<file path="config.mk">
export PLATFORM = sky130hd
export DESIGN_NAME = result_capture
export DESIGN_NICKNAME = d
export VERILOG_FILES = /design/src/rtl/result_capture_pkg.sv /design/src/rtl/result_fifo.sv /design/src/rtl/result_capture.sv
export SDC_FILE = /design/constraint.sdc
export NUM_CORES = 1
export LEC_CHECK = 0
export ABC_AREA = 1
export BUFFER_PORTS_ARGS = -buffer_cell sky130_fd_sc_hd__buf_2
export CORE_MARGIN = 2
export CORE_UTILIZATION = 50
export CTS_CLUSTER_DIAMETER = 150
export DETAILED_ROUTE_END_ITERATION = 8
export HOLD_SLACK_MARGIN = 0.03
export MAX_ROUTING_LAYER = met4
export PLACE_DENSITY_LB_ADDON = 0.2
export SYNTH_ARGS = -nofsm -noshare
export SYNTH_HDL_FRONTEND = slang
export SYNTH_SLANG_ARGS = --single-unit
</file>
<file path="constraint.sdc">
create_clock -name clk_i -period 3.39 [get_ports clk_i]
set_clock_uncertainty 0.05 [all_clocks]
set_input_delay 0 -clock clk_i [delete_from_list [all_inputs] [get_ports clk_i]]
set_output_delay 0 -clock clk_i [all_outputs]
set_load 0.005 [all_outputs]
</file>
<file path="src/rtl/result_capture_pkg.sv">
// Shared types for the result capture block: capture record layout and timeout FSM states.
package result_capture_pkg;

    localparam int IDX_WIDTH = 8;
    localparam int AMBA_WORD = 32;

    typedef struct packed {
        logic [IDX_WIDTH-1:0] index;
        logic [1:0]           ctrl;
        logic [1:0]           num_err;
        logic [AMBA_WORD-1:0] data;
    } result_t;

    typedef enum logic [1:0] {
        ST_IDLE    = 2'd0,
        ST_WAIT    = 2'd1,
        ST_EXPIRED = 2'd2
    } tmo_state_e;

endpackage

</file>
<file path="src/rtl/result_fifo.sv">
// Synchronous show-ahead FIFO holding captured result records.
module result_fifo #(
    parameter int WIDTH = 44,
    parameter int DEPTH = 8
) (
    input  logic             clk_i,
    input  logic             rst_i,
    input  logic             push_i,
    input  logic             pop_i,
    input  logic [WIDTH-1:0] wdata_i,
    output logic [WIDTH-1:0] rdata_o,
    output logic             full_o,
    output logic             empty_o
);

    localparam int AW = $clog2(DEPTH);

    logic [WIDTH-1:0] mem_q [DEPTH];
    logic [AW-1:0]    wr_ptr_q, rd_ptr_q;
    logic [AW:0]      count_q;
    logic             do_push, do_pop;

    assign full_o  = (count_q == (AW+1)'(DEPTH));
    assign empty_o = (count_q == '0);
    // A push into a full FIFO is only legal when the head leaves in the same cycle.
    assign do_pop  = pop_i & ~empty_o;
    assign do_push = push_i & (~full_o | do_pop);
    assign rdata_o = mem_q[rd_ptr_q];

    always_ff @(posedge clk_i or posedge rst_i) begin
        if (rst_i) begin
            wr_ptr_q <= '0;
            rd_ptr_q <= '0;
            count_q  <= '0;
        end else begin
            if (do_push) wr_ptr_q <= wr_ptr_q + 1'b1;
            if (do_pop)  rd_ptr_q <= rd_ptr_q + 1'b1;
            if (do_push && !do_pop)      count_q <= count_q + 1'b1;
            else if (!do_push && do_pop) count_q <= count_q - 1'b1;
        end
    end

    always_ff @(posedge clk_i) begin
        if (do_push) mem_q[wr_ptr_q] <= wdata_i;
    end

endmodule

</file>
<file path="src/rtl/result_capture.sv">
// Captures encoder/decoder results on operation_done rising edges into a FIFO for the checker.
// Optional start-to-done watchdog is built only when RESULT_CAPTURE_TIMEOUT_EN is defined.
module result_capture
    import result_capture_pkg::*;
#(
    parameter int DEPTH          = 8,
    parameter int TIMEOUT_CYCLES = 2
) (
    input  logic                 clk_i,
    input  logic                 rst_i,
    input  logic                 start_i,
    input  logic                 operation_done_i,
    input  logic [1:0]           ctrl_i,
    input  logic [AMBA_WORD-1:0] data_out_i,
    input  logic [1:0]           num_of_errors_i,
    output logic                 res_valid_o,
    input  logic                 res_ready_i,
    output logic [AMBA_WORD-1:0] res_data_o,
    output logic [1:0]           res_num_err_o,
    output logic [1:0]           res_ctrl_o,
    output logic [IDX_WIDTH-1:0] res_index_o,
    output logic                 overflow_o,
    output logic [7:0]           drop_cnt_o,
    output logic                 timeout_o
);

    logic                 done_q;
    logic [IDX_WIDTH-1:0] idx_q;
    logic [7:0]           drop_cnt_q;
    logic                 overflow_q;
    logic                 cap, pop, push, drop, full, empty;
    result_t              wr_entry, head;

    assign cap  = operation_done_i & ~done_q;
    assign pop  = ~empty & res_ready_i;
    assign push = cap & (~full | pop);
    assign drop = cap & full & ~pop;

    assign wr_entry = '{index: idx_q, ctrl: ctrl_i, num_err: num_of_errors_i, data: data_out_i};

    result_fifo #(.WIDTH($bits(result_t)), .DEPTH(DEPTH)) u_fifo (
        .clk_i   (clk_i),
        .rst_i   (rst_i),
        .push_i  (push),
        .pop_i   (pop),
        .wdata_i (wr_entry),
        .rdata_o (head),
        .full_o  (full),
        .empty_o (empty)
    );

    // Storage is not reset, so the head is masked while nothing is queued.
    assign res_valid_o   = ~empty;
    assign res_data_o    = empty ? '0 : head.data;
    assign res_num_err_o = empty ? '0 : head.num_err;
    assign res_ctrl_o    = empty ? '0 : head.ctrl;
    assign res_index_o   = empty ? '0 : head.index;
    assign overflow_o    = overflow_q;
    assign drop_cnt_o    = drop_cnt_q;

    always_ff @(posedge clk_i or posedge rst_i) begin
        if (rst_i) begin
            done_q     <= 1'b0;
            idx_q      <= '0;
            drop_cnt_q <= '0;
            overflow_q <= 1'b0;
        end else begin
            done_q <= operation_done_i;
            if (cap) idx_q <= idx_q + 1'b1;
            if (drop) begin
                overflow_q <= 1'b1;
                if (drop_cnt_q != 8'hFF) drop_cnt_q <= drop_cnt_q + 1'b1;
            end
        end
    end

`ifdef RESULT_CAPTURE_TIMEOUT_EN
    localparam int CW = $clog2(TIMEOUT_CYCLES + 1);

    tmo_state_e    state_q;
    logic [CW-1:0] cnt_q, cnt_inc;
    logic          timeout_q;

    assign cnt_inc   = cnt_q + 1'b1;
    assign timeout_o = timeout_q;

    always_ff @(posedge clk_i or posedge rst_i) begin
        if (rst_i) begin
            state_q   <= ST_IDLE;
            cnt_q     <= '0;
            timeout_q <= 1'b0;
        end else begin
            case (state_q)
                ST_WAIT: begin
                    if (start_i) begin
                        cnt_q <= '0;
                    end else if (cap) begin
                        state_q <= ST_IDLE;
                    end else if (cnt_inc == CW'(TIMEOUT_CYCLES)) begin
                        state_q   <= ST_EXPIRED;
                        timeout_q <= 1'b1;
                    end else begin
                        cnt_q <= cnt_inc;
                    end
                end
                default: begin
                    if (start_i) begin
                        state_q   <= ST_WAIT;
                        cnt_q     <= '0;
                        timeout_q <= 1'b0;
                    end
                end
            endcase
        end
    end
`else
    logic unused_start;
    assign unused_start = start_i;
    assign timeout_o    = 1'b0;
`endif

endmodule

</file>
======== Word level (Yosys, flattened, before mapping) ========
Memories as Yosys holds them, arrays and structs flattened.
Cells that the tools add are included.
word-level totals
  flip-flop bits (word level) ............. 28
  bits in writable memories ............... 352
  input port bits ......................... 41
  output and inout bits ................... 55
  logic and storage cells ................. 44
  memories kept ........................... 1
memory list
  name          depth  width  rd ports  clocked after Yosys merged registers in  wr ports  RTL line           RTL
  u_fifo.mem_q  8      44     1         0                                        1         result_fifo.sv:18  logic [WIDTH-1:0] mem_q [DEPTH];
cells by class
  add/sub/neg operators ................... 6
  eq/ne operators ......................... 2
  mux-type cells .......................... 8
  bitwise operators ....................... 13
  reductions and logical operators ........ 7
operators by type and width
  cell                                                                 count
  32-bit 2-to-1 mux                                                    1
  8-bit by 1-bit adder with 8-bit output (second input constant)       2
  4-bit 2-to-1 mux                                                     2
  8-bit 2-to-1 mux                                                     1
  8-bit inequality test (second input constant)                        1
  1-bit AND                                                            7
  3-bit by 1-bit adder with 3-bit output (second input constant)       2
  4-bit by 1-bit adder with 4-bit output (second input constant)       1
  4-bit equality test (second input constant)                          1
  4-bit logical NOT                                                    1
  2-bit 2-to-1 mux                                                     2
  1-bit NOT                                                            4
  4-bit by 1-bit subtractor with 4-bit output (second input constant)  1
  1-bit logical AND                                                    2
  1-bit logical NOT                                                    2
  1-bit 2-to-1 mux                                                     2
  1-bit bitwise OR                                                     2
  2-bit AND reduction                                                  1
  2-bit nonzero test                                                   1

======== Logic depth before layout (Yosys ltp) ========
  depth in word-level cells ............... 10
  depth in mapped cells ................... 14
  depth with buffers taken out ............ 14

======== Modules after synthesis ========
Synthesis repeated with hierarchy kept, for this count alone.
unflattened totals
  cells, all modules ...................... 1,477
  area total of the unflattened synthesis .. 16,001.6 um^2
by module, submodules not included
  module          times used  cells an instance  area an instance (um^2)  seq. area each (um^2)
  result_fifo     1           1,257              14,626.5                 10,820.4
  result_capture  1           220                1,375.1                  450.4

======== Worst setup path after synthesis ========
No wires, ideal clock.
  path kind ............................... flip-flop to flip-flop
  start ................................... reg done_q
  end ..................................... mem u_fifo.mem_q[0][0] (enable)
  setup time .............................. 446 ps
  arrival ................................. 2,799 ps
  required time ........................... 2,894 ps
  setup slack ............................. 95 ps
  stages on the path, launching flop included .. 5
  clock period less this slack ............ 3,295 ps
  cells stage by stage .................... dfrtp_1 > nor2_4 > nand2_1 > or2_1 > nor2_1
between the ends
  longest elaborated chain between the ends .. 6
ends and longest elaborated chain
  element                                 RTL line              RTL
  from (decl)                             result_capture.sv:27  logic done_q;
  from (signal assigned)                  result_capture.sv:68  done_q <= operation_done_i;
  1-bit NOT                               result_capture.sv:34  assign cap = operation_done_i & ~done_q;
  1-bit AND                               result_capture.sv:34
  1-bit AND                               result_capture.sv:36  assign push = cap & (~full | pop);
  1-bit AND                               result_fifo.sv:27     assign do_push = push_i & (~full_o | do_pop);
  1-bit 2-to-1 mux                        result_fifo.sv:44     if (do_push) mem_q[wr_ptr_q] <= wdata_i;
  1-bit 2-to-1 mux (not written as such)  result_fifo.sv:44
  to (decl)                               result_fifo.sv:18
Every way passes these cells.

======== Final worst setup path ========
  start ................................... reg u_fifo.rd_ptr_q[0]
  end ..................................... out res_index_o[5]
between the ends
  longest elaborated chain between the ends .. 2
ends and longest elaborated chain
  element                 RTL line              RTL
  from (decl)             result_fifo.sv:19     logic [AW-1:0] wr_ptr_q, rd_ptr_q;
  from (signal assigned)  result_fifo.sv:37     if (do_pop) rd_ptr_q <= rd_ptr_q + 1'b1;
  memory read 8 x 44 bit  -
  8-bit 2-to-1 mux        result_capture.sv:57  assign res_index_o = empty ? '0 : head.index;
  to (decl)               result_capture.sv:21  output logic [IDX_WIDTH-1:0] res_index_o,
Every way passes these cells.

==> impl_metrics.json <==
{
  "run_status": "finished clean",
  "grt_pass1_vias": 10310,
  "finalSetupViolCount": 0,
  "leakage_uw": 0.00773,
  "drt-vias-per-instance": 4.94,
  "dpl.hpwl_mm": 17.1,
  "synthesis.instances": 1555,
  "grt.total_usage_pct": 20.4,
  "max-clock-path-buffers": 3,
  "maxCapViolations": 0,
  "crit_required_ns": 3.34,
  "nFillCells": 2666,
  "synth_top_cell_area_share_pct": 65.0,
  "vias": 10599,
  "post_synth_num_cell_types": 31,
  "placement_rows": 66,
  "warning_count_from_the_yosys_run": 0,
  "worst_setup_slack_before_clock_tree_synthesis_ns": 0.992,
  "yosys_register_bits": 380,
  "asyncSetResetFlopFracSynth_pct": 7.37,
  "postCtsResizedCells": 0,
  "drt_first_iter_violations": 791,
  "critPathMostFrequentCell": "sky130_fd_sc_hd__nor2_1",
  "crit_path_max_fanout": 90,
  "post_synth_instance_area_mm2": 0.0163,
  "grt_first_pass_wirelength_mm": 52.3,
  "gp_congestion": 0.798,
  "fin_setup_tns_ns": 0,
  "post-route-period-util_pct": 76.8,
  "worst-slew-pin-transition_ns": 0.990,
  "core_area_mm2": 0.0323,
  "first_pass_detailed_route_iteration_total": 5,
  "clock_tree_from_tritoncts": "done",
  "final_period_minus_worst_setup_slack_ns": 2.60,
  "clk_transition_reported_paths_ns": 0.06,
  "area.growth.synth_to_final_pct": 15.5,
  "synth_sequential_area_ratio_pct": 69.3,
  "critical_path_arrival_ns": 2.55,
  "finalPower_uw": 14900,
  "drt-wirelength-per-cell_um": 15.4,
  "max_freq_mhz": 384,
  "boundaryPins": 96,
  "count_of_flip_flops_with_a_built_in_enable_after_synthesis": 352,
  "synth_common_cells": "369 x sky130_fd_sc_hd__nor2_1, 352 x sky130_fd_sc_hd__edfxtp_1, 337 x sky130_fd_sc_hd__nand2_1",
  "finalCoreUtilization_pct": 58.2,
  "drv_slew": 0,
  "grt_start_max_net_pins": 134,
  "crit_slowest_cell": "sky130_fd_sc_hd__buf_4",
  "cts_inserted_buffers": 39,
  "worst_path_cell_chain": "buf_4, nor2_1, nor2_1, nand2_1, nand3_1, nand2_1, nor2_1, buf_2",
  "mappedNetlistNets": 1604,
  "critical_path_max_stage_delay_ns": 0.78,
  "final_nets": 1727,
  "synthFlopType": "sky130_fd_sc_hd__edfxtp_1",
  "hold_ws_ns": 0.0404,
  "max-vdd-ir-drop_v": 0.000777,
  "worst_slack_ns": 0.788,
  "start_kind": "register",
  "crit-reg2reg-launch": "done_q",
  "totalWireLength_mm": 33.0,
  "post-synth-top-area-cell": "sky130_fd_sc_hd__edfxtp_1",
  "htreeDepth": 2,
  "relSlewSlack_pct": 34.0,
  "power_per_cell_area_mw_per_mm2": 793,
  "die-area_mm2": 0.0340,
  "rsz_0062_raised_after_global_routing": "false",
  "critPathKind": "reg2out",
  "synthMostInstantiatedCell": "sky130_fd_sc_hd__nor2_1",
  "layout_cell_share_with_drive_strength_beyond_1_pct": 10.9,
  "hold_path_class": "in2async",
  "multi_input_comb_area_mm2": 0.00403,
  "worstSetupStartpoint": "u_fifo.rd_ptr_q[0]",
  "dieHeight_um": 184,
  "syn_avg_cell_area_um2": 10.5,
  "hold_viol": 0,
  "type_of_element_capturing_the_critical_path": "primary output",
  "die_w_um": 184,
  "clk_root_buffer_cell": "sky130_fd_sc_hd__clkbuf_16",
  "layout.area.seq_mm2": 0.0113,
  "clkSinkCount": 380,
  "drcViolationCount": 0,
  "starting_density_of_the_core_pct": 50.4,
  "io_buffer_count": 93,
  "clkLatencyLatePin_ns": 0.52,
  "grt_antenna_before_repair": 1,
  "antenna_left": 0,
  "grt_overflow": 0,
  "post-cts-setup-buffers": 0,
  "netlist_top_cells_area": "sky130_fd_sc_hd__edfxtp_1 65%, sky130_fd_sc_hd__nor2_1 8.5%, sky130_fd_sc_hd__nand2_1 7.8%"
}
==> sequential cells by signal, indices dropped and copies added (netlist names) <==
register / count
drop_cnt_o: 8
overflow_o: 1
idx_q: 8
u_fifo.mem_q: 352
done_q: 1
u_fifo.wr_ptr_q: 3
u_fifo.rd_ptr_q: 3
u_fifo.count_q: 4
==> per-layer routing <==
layer | wire length [um] | vias to the layer above | GRT usage [%]
li1 | - | 5301 | -
met1 | 14700 | 5010 | 25.6
met2 | 16200 | 236 | 34.5
met3 | 1510 | 52 | 3.08
met4 | 683 | 0 | 5.82
met5 | 0 | - | -
==> worst max-delay path: cells and delay by family, from the launching register on <==
| kind | cells | cell delay [ns] |
|---|---|---|
| buffers and inverters | 2 | 0.94 |
| AND/OR/NAND/NOR | 6 | 0.64 |
| flip-flops | 1 | 0.45 |
==> layout by cell type, fill, tap and decap left out, drive strengths merged, types with 6 or more instances in the layout <==
| cell type | instances |
|---|---|
| nand3 | 106 |
| o21ai | 94 |
| clkinv | 8 |
| nor2 | 373 |
| edfxtp | 352 |
| inv | 161 |
| clkbuf | 57 |
| buf | 116 |
| nand2 | 339 |
| xnor2 | 6 |
| dfrtp | 28 |
| ha | 7 |
| dlygate4sd3 | 39 |
==> metrics by stage <==
| step | cells | area, um^2 |
|---|---|---|
| 2_1_floorplan | 1555 | 16300 |
| 3_3_place_gp | 2040 | 17200 |
| 3_5_place_dp | 2040 | 17200 |
| 4_1_cts | 2146 | 18800 |
| 5_1_grt | 2147 | 18800 |
| 6_report | 2147 | 18800 |
==> area by class of cell <==
| type | count | share of cell area [%] |
|---|---|---|
| Antenna cell | 1 | 0.0133 |
| Clock buffer | 57 | 5.72 |
| Sequential cell | 380 | 60.0 |
| Inverter | 160 | 3.21 |
| Tap cell | 442 | 2.94 |
| Multi-Input combinational cell | 942 | 21.4 |
| Clock inverter | 10 | 0.453 |
| Timing Repair Buffer | 155 | 6.20 |
==> logic make-up after synthesis <==
| logic type | after synthesis | share of synthesized area, % |
|---|---|---|
| compound gates | 94 | 2.89 |
| xor+xnor | 10 | 0.538 |
| fa+ha+maj | 8 | 0.662 |
| buf+inv | 233 | 6.32 |
| flops | 380 | 69.3 |
| other cells | 1 | 0.0231 |
| simple gates | 829 | 20.3 |
==> what timing repair did <==
item / 4_1_cts / 5_1_grt
endpoints found under the hold margin: 338 / 0
hold buffers: 39 / 0
endpoints found under the setup margin: 0 / 0
==> power by group <==
group / switching [uW] / internal [uW] / leakage (uW) / total (uW)
sequential: 329 / 5600 / 0.00355 / 5930
combinational: 3290 / 1790 / 0.00362 / 5080
clock: 1630 / 2270 / 0.000563 / 3900
total: 5250 / 9660 / 0.00773 / 14900
==> path summary, 6_finish.rpt <==
path | to | slack (ns) | cells after the start
max | res_index_o[5] | 0.79 | 8
min | done_q | 0.04 | 4
max reg2reg | u_fifo.mem_q[1][9] | 1.05 | 6
min reg2reg | overflow_o | 0.42 | 1
max in group asynchronous | u_fifo.rd_ptr_q[2] | 2.95 | 4
min in group clk_i | done_q | 0.09 | 2
Power figures use the tool's default switching activity.
